===== config.mk =====
export PLATFORM = sky130hd
export DESIGN_NAME = rs_ecc_scheduler
export DESIGN_NICKNAME = d
export VERILOG_FILES = /design/src/rtl/rs_ecc_pkg.sv /design/src/rtl/rs_rr_arbiter.sv /design/src/rtl/rs_ecc_scheduler.sv
export SDC_FILE = /design/constraint.sdc
export NUM_CORES = 1
export LEC_CHECK = 0
export CAP_MARGIN = 20
export CORE_MARGIN = 2
export CORE_UTILIZATION = 41
export CTS_CLUSTER_DIAMETER = 50
export DETAILED_ROUTE_END_ITERATION = 12
export GPL_TIMING_DRIVEN = 0
export PLACE_DENSITY = 0.85
export SYNTH_ARGS = -nofsm -noshare
export SYNTH_HDL_FRONTEND = slang
export SYNTH_SLANG_ARGS = --single-unit

===== constraint.sdc =====
create_clock -name clk -period 7.5 [get_ports clk]
set_input_delay 0.75 -clock clk [delete_from_list [all_inputs] [get_ports clk]]
set_output_delay 0.75 -clock clk [all_outputs]
set_load 0.01 [all_outputs]

===== src/rtl/rs_ecc_pkg.sv =====
// Shared definitions for the Reed-Solomon ECC request scheduler: op codes,
// FSM states, codeword width helper and statistics counter width.
package rs_ecc_pkg;

    localparam logic OP_ENCODE = 1'b0;
    localparam logic OP_DECODE = 1'b1;

    localparam int unsigned STAT_W = 16;

    typedef enum logic [1:0] {
        ST_IDLE  = 2'd0,
        ST_ISSUE = 2'd1,
        ST_WAIT  = 2'd2,
        ST_RESP  = 2'd3
    } sched_state_e;

    function automatic int unsigned cw_width(input int unsigned data_w, input int unsigned red_w);
        return data_w + red_w;
    endfunction

endpackage


===== src/rtl/rs_rr_arbiter.sv =====
// Combinational round-robin pick: first valid requester at or above ptr,
// wrapping modulo N_REQ.
module rs_rr_arbiter
    import rs_ecc_pkg::*;
#(
    parameter int unsigned N_REQ = 4,
    localparam int unsigned IDX_W = $clog2(N_REQ)
) (
    input  logic [N_REQ-1:0] req_valid,
    input  logic [IDX_W-1:0] ptr,
    output logic [IDX_W-1:0] grant_idx,
    output logic             any_valid
);

    always_comb begin : pick
        logic [IDX_W-1:0] idx;
        idx       = '0;
        grant_idx = '0;
        any_valid = 1'b0;
        for (int unsigned i = 0; i < N_REQ; i++) begin
            idx = IDX_W'((32'(ptr) + i) % N_REQ);
            if (!any_valid && req_valid[idx]) begin
                grant_idx = idx;
                any_valid = 1'b1;
            end
        end
    end

endmodule


===== src/rtl/rs_ecc_scheduler.sv =====
// Round-robin scheduler sharing one RS ECC engine among N_REQ clients.
// Optional statistics counters are built when RS_ECC_SCHED_STATS_EN is defined.
module rs_ecc_scheduler
    import rs_ecc_pkg::*;
#(
    parameter int unsigned N_REQ           = 4,
    parameter int unsigned DATA_WIDTH      = 8,
    parameter int unsigned REDUNDANCY_BITS = 8,
    parameter int unsigned ENGINE_LAT      = 1,
    localparam int unsigned CW    = cw_width(DATA_WIDTH, REDUNDANCY_BITS),
    localparam int unsigned IDX_W = $clog2(N_REQ)
) (
    input  logic                        clk,
    input  logic                        rst,
    input  logic [N_REQ-1:0]            req_valid,
    output logic [N_REQ-1:0]            req_ready,
    input  logic [N_REQ-1:0]            req_op,
    input  logic [N_REQ*DATA_WIDTH-1:0] req_data,
    input  logic [N_REQ*CW-1:0]         req_cw,
    output logic                        rsp_valid,
    input  logic                        rsp_ready,
    output logic [IDX_W-1:0]            rsp_id,
    output logic                        rsp_op,
    output logic [CW-1:0]               rsp_result,
    output logic                        rsp_err_det,
    output logic                        rsp_err_cor,
    output logic                        eng_encode_en,
    output logic                        eng_decode_en,
    output logic [DATA_WIDTH-1:0]       eng_data_in,
    output logic [CW-1:0]               eng_codeword_in,
    input  logic [CW-1:0]               eng_codeword_out,
    input  logic [DATA_WIDTH-1:0]       eng_data_out,
    input  logic                        eng_error_detected,
    input  logic                        eng_error_corrected,
`ifdef RS_ECC_SCHED_STATS_EN
    input  logic                        stat_clr,
    output logic [STAT_W-1:0]           stat_enc_cnt,
    output logic [STAT_W-1:0]           stat_dec_cnt,
    output logic [STAT_W-1:0]           stat_err_cnt,
`endif
    output logic                        busy
);

    localparam int unsigned CNT_W = $clog2(ENGINE_LAT + 1);

    sched_state_e state_q, state_d;

    logic [IDX_W-1:0]      ptr_q;
    logic [IDX_W-1:0]      grant_idx;
    logic                  any_valid;
    logic [IDX_W-1:0]      id_q;
    logic                  op_q;
    logic [CNT_W-1:0]      cnt_q, cnt_d;
    logic                  latch_en;
    logic                  cap_en;
    logic                  hs;

    rs_rr_arbiter #(
        .N_REQ (N_REQ)
    ) u_arb (
        .req_valid (req_valid),
        .ptr       (ptr_q),
        .grant_idx (grant_idx),
        .any_valid (any_valid)
    );

    // State register
    always_ff @(posedge clk or posedge rst) begin
        if (rst) begin
            state_q <= ST_IDLE;
        end else begin
            state_q <= state_d;
        end
    end

    // Next-state and control; req_ready is the same-cycle accept
    always_comb begin
        state_d   = state_q;
        cnt_d     = cnt_q;
        latch_en  = 1'b0;
        cap_en    = 1'b0;
        hs        = 1'b0;
        req_ready = '0;
        case (state_q)
            ST_IDLE: begin
                if (any_valid && !rst) begin
                    req_ready[grant_idx] = 1'b1;
                    latch_en             = 1'b1;
                    state_d              = ST_ISSUE;
                end
            end
            ST_ISSUE: begin
                cnt_d   = CNT_W'(ENGINE_LAT);
                state_d = ST_WAIT;
            end
            ST_WAIT: begin
                if (cnt_q == CNT_W'(1)) begin
                    cap_en  = 1'b1;
                    state_d = ST_RESP;
                end else begin
                    cnt_d = cnt_q - CNT_W'(1);
                end
            end
            ST_RESP: begin
                if (rsp_ready) begin
                    hs      = 1'b1;
                    state_d = ST_IDLE;
                end
            end
            default: state_d = ST_IDLE;
        endcase
    end

    // Operand latch, engine strobes, response capture and rr pointer
    always_ff @(posedge clk or posedge rst) begin
        if (rst) begin
            cnt_q           <= '0;
            ptr_q           <= '0;
            id_q            <= '0;
            op_q            <= 1'b0;
            eng_data_in     <= '0;
            eng_codeword_in <= '0;
            eng_encode_en   <= 1'b0;
            eng_decode_en   <= 1'b0;
            busy            <= 1'b0;
            rsp_valid       <= 1'b0;
            rsp_id          <= '0;
            rsp_op          <= 1'b0;
            rsp_result      <= '0;
            rsp_err_det     <= 1'b0;
            rsp_err_cor     <= 1'b0;
        end else begin
            cnt_q         <= cnt_d;
            eng_encode_en <= latch_en && (req_op[grant_idx] == OP_ENCODE);
            eng_decode_en <= latch_en && (req_op[grant_idx] == OP_DECODE);
            busy          <= (state_d != ST_IDLE);
            rsp_valid     <= (state_d == ST_RESP);
            if (latch_en) begin
                id_q            <= grant_idx;
                op_q            <= req_op[grant_idx];
                eng_data_in     <= req_data[grant_idx*DATA_WIDTH +: DATA_WIDTH];
                eng_codeword_in <= req_cw[grant_idx*CW +: CW];
            end
            if (cap_en) begin
                rsp_id <= id_q;
                rsp_op <= op_q;
                if (op_q == OP_ENCODE) begin
                    rsp_result  <= eng_codeword_out;
                    rsp_err_det <= 1'b0;
                    rsp_err_cor <= 1'b0;
                end else begin
                    rsp_result  <= CW'(eng_data_out);
                    rsp_err_det <= eng_error_detected;
                    rsp_err_cor <= eng_error_corrected;
                end
            end
            if (hs) begin
                ptr_q <= (id_q == IDX_W'(N_REQ - 1)) ? '0 : id_q + IDX_W'(1);
            end
        end
    end

`ifdef RS_ECC_SCHED_STATS_EN
    localparam logic [STAT_W-1:0] STAT_MAX = '1;

    // Saturating completion counters; clear beats a same-cycle increment
    always_ff @(posedge clk or posedge rst) begin
        if (rst) begin
            stat_enc_cnt <= '0;
            stat_dec_cnt <= '0;
            stat_err_cnt <= '0;
        end else if (stat_clr) begin
            stat_enc_cnt <= '0;
            stat_dec_cnt <= '0;
            stat_err_cnt <= '0;
        end else if (hs) begin
            if (rsp_op == OP_ENCODE) begin
                if (stat_enc_cnt != STAT_MAX) stat_enc_cnt <= stat_enc_cnt + STAT_W'(1);
            end else begin
                if (stat_dec_cnt != STAT_MAX) stat_dec_cnt <= stat_dec_cnt + STAT_W'(1);
                if (rsp_err_det && (stat_err_cnt != STAT_MAX)) begin
                    stat_err_cnt <= stat_err_cnt + STAT_W'(1);
                end
            end
        end
    end
`endif

endmodule


# After elaboration in Yosys (flattened, before gate mapping)
# Index checks and enable logic that the tools add are counted.
[word_totals] reg_bits=57 latch_bits=0 ram_bits=0 rom_bits=0 input_bits=133 out_inout_bits=53 mem_count=0
[op_classes] n_addsub=5 mul=0 div_mod_pow=0 magnitude_cmp=6 eq_ne=5 shifts=2 mux=38 bitwise=1 reduce_logical=14
[ops] operator="variable part select 64 x 7 -> 16 bit" count=1
[ops] operator="variable part select 32 x 6 -> 8 bit" count=1
[ops] operator="two-way mux 1 bit" count=19
[ops] operator="two-way mux 16 bit" count=1
[ops] operator="two-way mux 2 bit" count=8
[ops] operator="less-than comparator 2 x 3 -> 1 bit (second input constant)" count=5
[ops] operator="binary-select mux 1 bit (select 2 bit)" count=5
[ops] operator="equality test 2 bit (second input constant)" count=4
[ops] operator="two-way mux 4 bit" count=2
[ops] operator="case mux 2 bit (4 select lines)" count=1
[ops] operator="logical AND 1 bit" count=7
[ops] operator="adder 2 x 1 -> 2 bit (second input constant)" count=2
[ops] operator="adder 2 bit (second input constant)" count=2
[ops] operator="zero test 1 bit" count=4
[ops] operator="nonzero test 2 bit" count=2
[ops] operator="demux 1 bit (select 2 bit)" count=1
[ops] operator="equality test 2 x 1 -> 1 bit (second input constant)" count=1
[ops] operator=">= comparator 2 x 1 -> 1 bit (second input constant)" count=1
[ops] operator="zero test 2 bit" count=1
[ops] operator="case mux 1 bit (2 select lines)" count=1
[ops] operator="NOT 1 bit" count=1
[ops] operator="subtractor 1 bit (second input constant)" count=1

# Depth between registers and ports, before layout
# Gate-level depths: netlist (run 1).
[logic_depth] depth_word=18 depth_mapped=8 mapped_depth_nobuf=7

# By module
# A second synthesis (run 1) with hierarchy kept.
[unflattened] cells_unflattened=289 area_unflattened_um2=3135.5
[modules_own_cells] mod="rs_ecc_scheduler" instances=1 cells_each=274 area_per_inst_um2=3057.9 seq_area_each_um2=1426.4
[modules_own_cells] mod="rs_rr_arbiter" instances=1 cells_each=15 area_per_inst_um2=77.6 seq_area_each_um2=0.0

# Worst setup path before layout (run 1)
# Ideal clock, no wire load.
[synth_timing] path_kind="input -> output" from="input port rst" to="output port req_ready[0]" t_arrival_ps=2960 t_required_ps=6750 slack_ps=3790 cell_stages=5 path_buffers=2 path_cell_list="inv_1 and3_4 buf_6 clkbuf_1 and2_1"
[synth_via] elab_chain_len=4
[synth_lines] element="start, declared" line_no="rs_ecc_scheduler.sv:14" source="input logic rst,"
[synth_lines] element="zero test 1 bit (no line)"
[synth_lines] element="logical AND 1 bit" line_no="rs_ecc_scheduler.sv:86" source="if (any_valid && !rst) begin"
[synth_lines] element="two-way mux 4 bit" line_no="rs_ecc_scheduler.sv:86"
[synth_lines] element="two-way mux 4 bit" line_no="rs_ecc_scheduler.sv:84" source="case (state_q)"
[synth_lines] element="end, declared" line_no="rs_ecc_scheduler.sv:16" source="output logic [N_REQ-1:0] req_ready,"
# No other way between the ends.

# Final worst setup path (run 1)
[layout_timing] from="input port rst" to="output port req_ready[3]"
# Same word-level chain as after synthesis.

==> run_results.csv, run 1 <==
group,metric,value,unit
outcome,outcome,"complete, no violations",
worst_setup_path,worstSetupEndpointType,"output pin",
synth,netlist_instances,340,
floorplan,start_util,0.4284,
placed_design,port_buffers,185,
synth,synth_edf_count,0,
sta,fin_crit,4.106,ns
drt,drc,0,
global_route,grt_antenna_before_repair,0,
synth,synth-compound-area-share,0.2780,
synth,syn_nets,478,
placed_design,place.gp.congestion,0.9153,
worst_setup_path,slowest_stage,"clkdlybuf4s50_1",
worst_setup_path,cp-start-kind,"input port",
power_and_ir_drop,vdd_drop_max,160.0,uV
min_path,hold_path_class,"reg -> reg",
drt,totalWireLength,11.79,mm
floorplan,rows,32,
floorplan,die-area,8895,um2
global_route,grt_max_degree,34,
worst_setup_path,cpPeakStageDelay,0.56,ns
power_and_ir_drop,total_power,0.001907,W
power_and_ir_drop,power_density,342.4,nW/um2
clock_tree,clkTransAtPathRegs,0.07,ns
layout,finalNonFillerCells,644,
clock_tree,cts_sinks,57,
worst_setup_path,required,6.75,ns
clock_tree,numCtsBuffers,9,
min_path,hold_start,"cnt_q$_DFFE_PP0P_",
floorplan,die_w,94.32,um
clock_tree,post_cts_buffers,0,
sta,period_share,0.5475,
global_route,grt_pass1_wl,18.31,mm
floorplan,die_y,94.32,um
worst_setup_path,worstPathArrival,3.36,ns
clock_tree,clock-root-buffer,"clkbuf_8",
sta,clock_skew,0.01020,ns
layout,drive_gt1_frac,0.1236,
drt,viasPerCell,5.654,
global_route,overflow,0,
clock_tree,cts_tree,"yes",
synth,synth_cell_type_count,46,
floorplan,pin_count,186,
layout,fin_util,0.7135,
clock_tree,htreeDepth,3,
synth,yosysWarnings,0,
synth,synth.mux.area_fraction,0.03741,
synth,synth_top_family_by_area,"compound AO/OA/AOI/OAI gates",
worst_setup_path,critPathLaunch,"rst",
power_and_ir_drop,p_leak,2.273,nW
sta,final.setup.tns,0,ns
sta,slew_violations,0,
synth,synth.avg_cell_area,9.837,um2
synth,synth_area,3344,um2
floorplan,coreArea,7807,um2
worst_setup_path,path_cells,"clkdlybuf4s50_1 -> inv_2 -> buf_12 -> and3_4 -> buf_6 -> clkbuf_1 -> and2_1 -> clkdlybuf4s50_1",
layout,fillers,614,
global_route,grt_pass1_vias,3663,
placed_design,dp.cells,628,
global_route,track_usage,0.2698,
clock_tree,cts.repair.resized,0,
worst_setup_path,reg2reg_from,"ptr_q[1]$_DFFE_PP0P_",
layout,synthToLayoutAreaGrowth,66.55,%
drt,wl_per_cell,18.31,um
layout,antenna_cells,0,
sta,hold_viol_final,0,
run,cap_viol_max_count,0,
drt,drtIter0Drc,180,
layout,nNetsFinal,675,
synth,synth_xor_xnor_area_share,0,
synth,synthAdderAreaFrac,0.01871,
sta,grt_setup_unrepaired,"false",
synth,ys.flop_type,"dfrtp_1",
synth,synth-seq-cells,57,
drt,detail-route-antenna-nets,0,
worst_setup_path,cp_common_cell,"clkdlybuf4s50_1",
clock_tree,postCtsHoldBufs,0,
synth,async_reset_ff_frac,1.000,
clock_tree,clkLatencyLatePin,0.35,ns
placed_design,dp_hpwl,9.101,mm
synth,synthSimpleGateAreaFrac,0.1852,
worst_setup_path,path_max_fanout,33,
worst_setup_path,cp_num_buf_inv,6,
sta,fmax,243.5,MHz
worst_setup_path,cp_top_family,"buffers and inverters",
clock_tree,clockBufferDepth,2,
worst_setup_path,setup.worst_path.class,"in -> out",
drt,vias,3641,
sta,setup_viol,0,
sta,slew_headroom,0.5557,
sta,tightest_slew,0.6665,ns
drt,drt_pass1_iterations,4,
synth,ys_seq_area_frac,0.4265,
-- logic make-up after synthesis --
family                     after synthesis
adders and majority gates                5
DFF                                     57
buffers and inverters                   35
AOI/OAI and AO/OA                      135
muxes                                   12
and+or+nand+nor                         96
-- per-stage QoR --
| stage | hold WS [ns] | cell area, um2 | worst slack [ns] |
|---|---|---|---|
| 6_report | 0.4831 | 5570 | 3.394 |
| 5_1_grt | 0.4953 | 5570 | 3.196 |
| 4_1_cts | 0.4882 | 5570 | 3.346 |
| 3_5_place_dp | 0.4699 | 5344 | 3.343 |
| 3_3_place_gp | 0.4568 | 5324 | 2.123 |
| 2_1_floorplan | 0.4394 | 3344 | 3.790 |
-- final timing paths --
| check | end | slack, ns | cells after the start |
|---|---|---|---|
| worst max-delay path | req_ready[3] | 3.39 | 8 |
| worst max register to register | eng_codeword_in[10]$_DFFE_PP0N_ | 5.48 | 7 |
| worst min-delay path | cnt_q$_DFFE_PP0P_ | 0.48 | 1 |
| max in group asynchronous | eng_codeword_in[13]$_DFFE_PP0N_ | 6.11 | 3 |
| min in group asynchronous | rsp_result[0]$_DFFE_PP0P_ | 0.79 | 2 |
| worst min register to register | cnt_q$_DFFE_PP0P_ | 0.48 | 1 |
-- where the power goes --
part	switching (W)	internal, W	leakage [nW]
logic	0.000501	0.000537	1.48
clock network	0.000145	0.000190	0.110
registers	0.0000846	0.000450	0.682
total	0.000731	0.00118	2.27
-- state kept, by name, summed over array words and instances, names as in the netlist --
signal	cells
id_q	2
eng_data_in	8
eng_encode_en	1
rsp_op	1
eng_decode_en	1
op_q	1
eng_codeword_in	16
state_q	2
rsp_valid	1
rsp_id	2
ptr_q	2
rsp_err_det	1
rsp_result	16
busy	1
rsp_err_cor	1
cnt_q	1
-- synth_stat cells (4+ instances only) --
master / instances / area (um2)
buf_6: 5 / 56.30
a221o_1: 20 / 200.2
inv_1: 5 / 18.77
buf_2: 7 / 35.03
clkbuf_1: 15 / 56.30
nand2_1: 27 / 101.4
mux2i_1: 8 / 80.08
o21ai_0: 47 / 235.2
o22a_1: 21 / 183.9
a32oi_1: 4 / 35.03
a21oi_1: 24 / 120.1
nand2b_1: 9 / 56.30
nor2_1: 11 / 41.29
a21o_1: 5 / 37.54
a31oi_1: 4 / 25.02
nand3_2: 20 / 200.2
dfrtp_1: 57 / 1426
mux2_2: 4 / 45.04
ha_1: 5 / 62.56
nand3_1: 9 / 45.04
and2_1: 4 / 25.02
-- cell type report --
| cell class | count | area [um2] | share of cell area |
|---|---|---|---|
| multi-input combinational | 248 | 1737 | 0.3118 |
| sequential | 57 | 1426 | 0.2561 |
| clock inverter | 7 | 102.6 | 0.01842 |
| inverter | 6 | 22.52 | 0.004043 |
| tap | 102 | 127.6 | 0.02291 |
| buffer | 29 | 158.9 | 0.02853 |
| timing repair buffer | 186 | 1872 | 0.3360 |
| clock buffer | 9 | 123.9 | 0.02224 |
-- cells in the final DEF (no fill, tap or decap), types with 2 or more instances in the layout --
cell	count
dfrtp_1	57
a32oi_1	4
buf_2	7
a221o_1	20
nand2_1	27
clkinv_4	3
a31oi_1	4
inv_2	2
buf_6	5
mux2_2	4
clkdlybuf4s50_1	185
and3_1	2
clkbuf_8	9
nand2b_1	9
nor2_1	11
a21oi_1	24
o31ai_1	2
clkbuf_1	15
ha_1	5
and2_1	4
inv_1	4
bufinv_16	2
nor3_1	2
nand3_2	20
o21ai_0	47
nand3_1	9
o22a_1	21
nor2b_2	2
a21o_1	5
mux2i_1	8
-- layer usage --
metal,vias to the layer above,track usage,routed length (um)
met3,39,0.04254,561
met1,1800,0.3269,4600
met4,0,0.1449,518
met2,135,0.4601,6111
met5,-,0,0
li1,1667,-,-
(Power assumes the default switching activity.)
==> run 2: changes to the inputs <==
--- a/config.mk
+++ b/config.mk
@@ -7,11 +7,11 @@
 export LEC_CHECK = 0
 export CAP_MARGIN = 20
 export CORE_MARGIN = 2
-export CORE_UTILIZATION = 41
+export CORE_UTILIZATION = 39
 export CTS_CLUSTER_DIAMETER = 50
 export DETAILED_ROUTE_END_ITERATION = 12
 export GPL_TIMING_DRIVEN = 0
-export PLACE_DENSITY = 0.85
+export PLACE_DENSITY = 0.81
 export SYNTH_ARGS = -nofsm -noshare
 export SYNTH_HDL_FRONTEND = slang
 export SYNTH_SLANG_ARGS = --single-unit
==> constraint.sdc (replaced) <==
create_clock -name clk -period 4.2 [get_ports clk]
set_input_delay 0.42 -clock clk [delete_from_list [all_inputs] [get_ports clk]]
set_output_delay 0.42 -clock clk [all_outputs]
set_load 0.01 [all_outputs]
==> run_results.csv, run 2 (synthesis gave the netlist of run 1 again) <==
group,metric,value,unit
outcome,outcome,"complete, no violations",
global_route,grt_pass1_wl,19.39,mm
layout,layout_common_cells,"clkdlybuf4s50_1 (185), dfrtp_1 (57), o21ai_0 (47)",
floorplan,die_w,96.61,um
layout,finalNonFillerCells,647,
worst_setup_path,setup.worst_path.class,"in -> out",
clock_tree,postCtsHoldBufs,0,
worst_setup_path,path_max_fanout,39,
layout,fin_util,0.6685,
sta,tightest_slew,0.6250,ns
sta,grt_setup_unrepaired,"false",
worst_setup_path,r2r-end,"eng_codeword_in[0]$_DFFE_PP0N_",
sta,fin_crit,3.400,ns
drt,wl_per_cell,18.54,um
worst_setup_path,cp-start-kind,"input port",
placed_design,dp.cells,631,
power_and_ir_drop,internal_power,0.001991,W
clock_tree,clkLatencyLatePin,0.33,ns
clock_tree,clockBufferDepth,2,
sta,hold_viol_final,0,
drt,detail-route-antenna-nets,0,
clock_tree,cts.repair.resized,0,
sta,slew_violations,0,
power_and_ir_drop,vdd_drop_max,270.5,uV
power_and_ir_drop,total_power,0.003272,W
drt,totalWireLength,11.99,mm
sta,period_share,0.8096,
clock_tree,clkTransAtPathRegs,0.07,ns
placed_design,dpl_cell_area,5348,um2
layout,layout_commonest_cell,"clkdlybuf4s50_1",
layout,antenna_cells,0,
power_and_ir_drop,power_density,592.7,nW/um2
layout,fillers,683,
worst_setup_path,worstSetupEndpointType,"output pin",
worst_setup_path,worstPathArrival,2.98,ns
worst_setup_path,critPathLaunch,"rst",
run,cap_viol_max_count,0,
floorplan,coreArea,8258,um2
clock_tree,numCtsBuffers,9,
sta,final.setup.tns,0,ns
global_route,grt_max_degree,40,
worst_setup_path,worstRegToRegCells,6,
floorplan,die_y,96.61,um
worst_setup_path,required,3.78,ns
power_and_ir_drop,pwr-share-comb,0.568,
clock_tree,cts_sinks,57,
global_route,overflow,0,
placed_design,dp_hpwl,9.239,mm
power_and_ir_drop,p_switching,0.001281,W
power_and_ir_drop,p_leak,2.252,nW
sta,setup_viol,0,
layout,synthToLayoutAreaGrowth,65.06,%
drt,drt_pass1_iterations,4,
sta,fmax,294.1,MHz
clock_tree,post_cts_buffers,0,
clock_tree,clock-root-buffer,"clkbuf_8",
floorplan,pin_count,186,
layout,drive_gt1_frac,0.1218,
sta,slew_headroom,0.5833,
floorplan,start_util,0.4050,
floorplan,die-area,9333,um2
clock_tree,htreeDepth,3,
global_route,grt_pass1_vias,3734,
drt,vias,3610,
placed_design,place.gp.congestion,0.9052,
min_path,hold_path_class,"in -> async",
placed_design,port_buffers,185,
drt,drc,0,
clock_tree,cts_tree,"yes",
global_route,grt_antenna_before_repair,0,
power_and_ir_drop,switching_share,0.3915,
floorplan,rows,33,
layout,stdcell_area,5520,um2
worst_setup_path,r2r_slack,2.17,ns
worst_setup_path,cp-endpoint,"req_ready[3]",
power_and_ir_drop,clock_power_share,0.142,
worst_setup_path,reg2reg_from,"ptr_q[0]$_DFFE_PP0P_",
layout,nNetsFinal,675,
sta,clock_skew,0.007806,ns
layout,reg.largest.list,"eng_codeword_in: 16 flops, rsp_result: 16 flops, eng_data_in: 8 flops",
drt,viasPerCell,5.580,
global_route,track_usage,0.2573,
power_and_ir_drop,p_seq_frac,0.289,
drt,drtIter0Drc,184,
## run 2: worst min path at each step
stage,start,end,slack (ns)
3_3_place_gp,cnt_q$_DFFE_PP0P_,cnt_q$_DFFE_PP0P_,0.46
5_1_grt,rst,eng_codeword_in[6]$_DFFE_PP0N_,0.50
3_5_place_dp,cnt_q$_DFFE_PP0P_,cnt_q$_DFFE_PP0P_,0.46
2_1_floorplan,cnt_q$_DFFE_PP0P_,cnt_q$_DFFE_PP0P_,0.44
6_report,rst,eng_encode_en$_DFF_PP0_,0.44
4_1_cts,rst,eng_codeword_in[8]$_DFFE_PP0N_,0.44
## run 2: critical path, cell delays in order
cell,delay [ns]
clkdlybuf4s50_1,0.41
inv_2,0.39
buf_12,0.30
and3_4,0.22
buf_6,0.14
clkbuf_1,0.33
and2_1,0.19
clkdlybuf4s50_1,0.56
## run 2: metrics by stage
stage          setup WS, ns  hold slack, ns
2_1_floorplan         1.150          0.4394
3_3_place_gp        -0.5426          0.4556
3_5_place_dp         0.7336          0.4633
4_1_cts              0.7342          0.4433
5_1_grt              0.5343          0.5021
6_report             0.7998          0.4383
## run 2: layout make-up
cell class	instances	area (um2)	share of cell area
Timing Repair Buffer	186	1872	0.3391
Multi-Input combinational cell	248	1737	0.3146
Sequential cell	57	1426	0.2584
Buffer	29	158.9	0.02879
Clock buffer	11	141.4	0.02561
Tap cell	105	131.4	0.02380
Clock inverter	5	31.28	0.005666
Inverter	6	22.52	0.004080
## run 2: power by group through the flow
stage               Combinational, W  Sequential [W]  Clock [W]
floorplan                   0.000905         0.00105          0
global placement             0.00181        0.000946          0
detailed placement           0.00187        0.000956          0
CTS                          0.00187        0.000948   0.000473
global route                 0.00202        0.000977   0.000499
finish                       0.00186        0.000946   0.000466
## run 2: layer usage
layer,share of wire,global-route usage,vias to the layer above
li1,-,-,1668
met1,0.41,0.3218,1765
met2,0.51,0.4364,143
met3,0.045,0.04552,34
met4,0.036,0.1116,0
met5,0,0,-
==> run 3: changes to the inputs <==
==> constraint.sdc (replaced) <==
create_clock -name clk -period 3.46 [get_ports clk]
set_input_delay 0.346 -clock clk [delete_from_list [all_inputs] [get_ports clk]]
set_output_delay 0.346 -clock clk [all_outputs]
set_load 0.01 [all_outputs]
==> run_results.csv, run 3 (synthesis gave the netlist of run 1 again) <==
group,metric,value,unit
worst_setup_path,slowest_stage,"clkdlybuf4s50_1",
worst_setup_path,cpPeakStageDelay,0.55,ns
worst_setup_path,cp_common_cell,"clkdlybuf4s50_1",
floorplan,die_y,96.61,um
floorplan,pin_count,186,
global_route,grt_max_degree,40,
layout,drive_gt1_frac,0.1218,
floorplan,die_w,96.61,um
global_route,track_usage,0.2573,
drt,viasPerCell,5.603,
layout,layout_common_cells,"clkdlybuf4s50_1 (185), dfrtp_1 (57), o21ai_0 (47)",
sta,period_share,0.9153,
clock_tree,clkTransAtPathRegs,0.07,ns
worst_setup_path,path_cells,"clkdlybuf4s50_1 -> clkinv_2 -> buf_12 -> and3_4 -> buf_6 -> clkbuf_1 -> and2_1 -> clkdlybuf4s50_1",
floorplan,die-area,9333,um2
worst_setup_path,setup.worst_path.class,"in -> out",
placed_design,dp.cells,631,
floorplan,rows,33,
run,cap_viol_max_count,0,
layout,finalNonFillerCells,647,
sta,final.setup.tns,0,ns
drt,totalWireLength,11.96,mm
global_route,gr-usage-met2,0.4364,
global_route,grt_util_met3,0.04552,
sta,hold_viol_final,0,
clock_tree,postCtsHoldBufs,0,
layout,synthToLayoutAreaGrowth,65.10,%
worst_setup_path,reg2reg_from,"ptr_q[0]$_DFFE_PP0P_",
drt,drtIter0Drc,190,
sta,fmax,315.8,MHz
drt,detail-route-antenna-nets,0,
drt,wl_per_cell,18.49,um
clock_tree,post_cts_buffers,0,
floorplan,coreArea,8258,um2
global_route,grt_pass1_wl,19.39,mm
outcome,outcome,"complete, no violations",
worst_setup_path,path_max_fanout,39,
clock_tree,clkLatencyLatePin,0.33,ns
global_route,grtUsageMet1,0.3218,
clock_tree,cts_sinks,57,
worst_setup_path,required,3.11,ns
sta,fin_crit,3.167,ns
power_and_ir_drop,power_density,718.6,nW/um2
worst_setup_path,worstRegToRegCells,6,
layout,nNetsFinal,675,
placed_design,place.gp.congestion,0.9052,
clock_tree,htreeDepth,3,
clock_tree,clock-root-buffer,"clkbuf_8",
worst_setup_path,cp-start-kind,"input port",
layout,stdcell_area,5522,um2
sta,clock_skew,0.009067,ns
sta,slew_headroom,0.5833,
drt,drt_pass1_iterations,4,
clock_tree,cts_tree,"yes",
power_and_ir_drop,vdd_drop_max,328.2,uV
worst_setup_path,cp_top_family,"buffers and inverters",
worst_setup_path,cp_num_buf_inv,6,
global_route,overflow,0,
layout,layout_commonest_cell,"clkdlybuf4s50_1",
global_route,grt_pass1_vias,3734,
layout,reg.largest.list,"eng_codeword_in: 16 flops, rsp_result: 16 flops, eng_data_in: 8 flops",
global_route,busiest_layer,"met2",
power_and_ir_drop,total_power,0.003968,W
clock_tree,numCtsBuffers,9,
floorplan,start_util,0.4050,
global_route,grt_antenna_before_repair,0,
worst_setup_path,r2r-end,"eng_codeword_in[0]$_DFFE_PP0N_",
placed_design,dp_hpwl,9.239,mm
sta,tightest_slew,0.6250,ns
drt,drc,0,
layout,antenna_cells,0,
min_path,hold_path_class,"in -> async",
sta,setup_viol,0,
worst_setup_path,worstPathArrival,2.82,ns
clock_tree,cts.repair.resized,0,
sta,slew_violations,0,
placed_design,dpl_cell_area,5348,um2
sta,grt_setup_unrepaired,"false",
drt,vias,3625,
power_and_ir_drop,p_leak,2.252,nW
clock_tree,clockBufferDepth,2,
placed_design,port_buffers,185,
worst_setup_path,r2r_slack,1.44,ns
worst_setup_path,worstSetupEndpointType,"output pin",
[run 3: layout make-up]
class	count	area, um2
fill	684	2736
tap	105	131.4
sequential	57	1426
inverter	6	23.77
multi-input combinational	248	1737
buffer	29	158.9
timing repair buffer	186	1872
clock buffer	11	141.4
clock inverter	5	31.28
[run 3: routing by layer]
metal  up-vias  routed length (um)
met5         -                   0
met4         0                 427
met3        32                 558
met2       143                6117
met1      1780                4856
li1       1670                   -
[run 3: worst max-delay path by stage]
stage,start,slack [ns],to,cells past startpoint
4_1_cts,rst,0.14,req_ready[3],8
3_5_place_dp,rst,0.14,req_ready[3],8
3_3_place_gp,rst,-1.13,req_ready[1],6
2_1_floorplan,rst,0.56,req_ready[0],5
6_report,rst,0.29,req_ready[3],8
5_1_grt,rst,0.06,req_ready[3],8
[run 3: power breakdown]
group | leakage (nW) | internal (W) | switching (W) | total [W]
sequential | 0.682 | 0.000975 | 0.000174 | 0.00115
clock | 0.0891 | 0.000277 | 0.000286 | 0.000563
combinational | 1.48 | 0.00116 | 0.00109 | 0.00226
[run 3: per-stage QoR]
stage	utilization	setup WS, ns	hold slack, ns
floorplan	-	0.5576	0.4394
global placement	0.6452	-1.135	0.4556
detailed placement	0.6476	0.1416	0.4633
CTS	0.6685	0.1422	0.3693
global route	0.6686	0.06346	0.3705
finish	0.6686	0.2930	0.3255
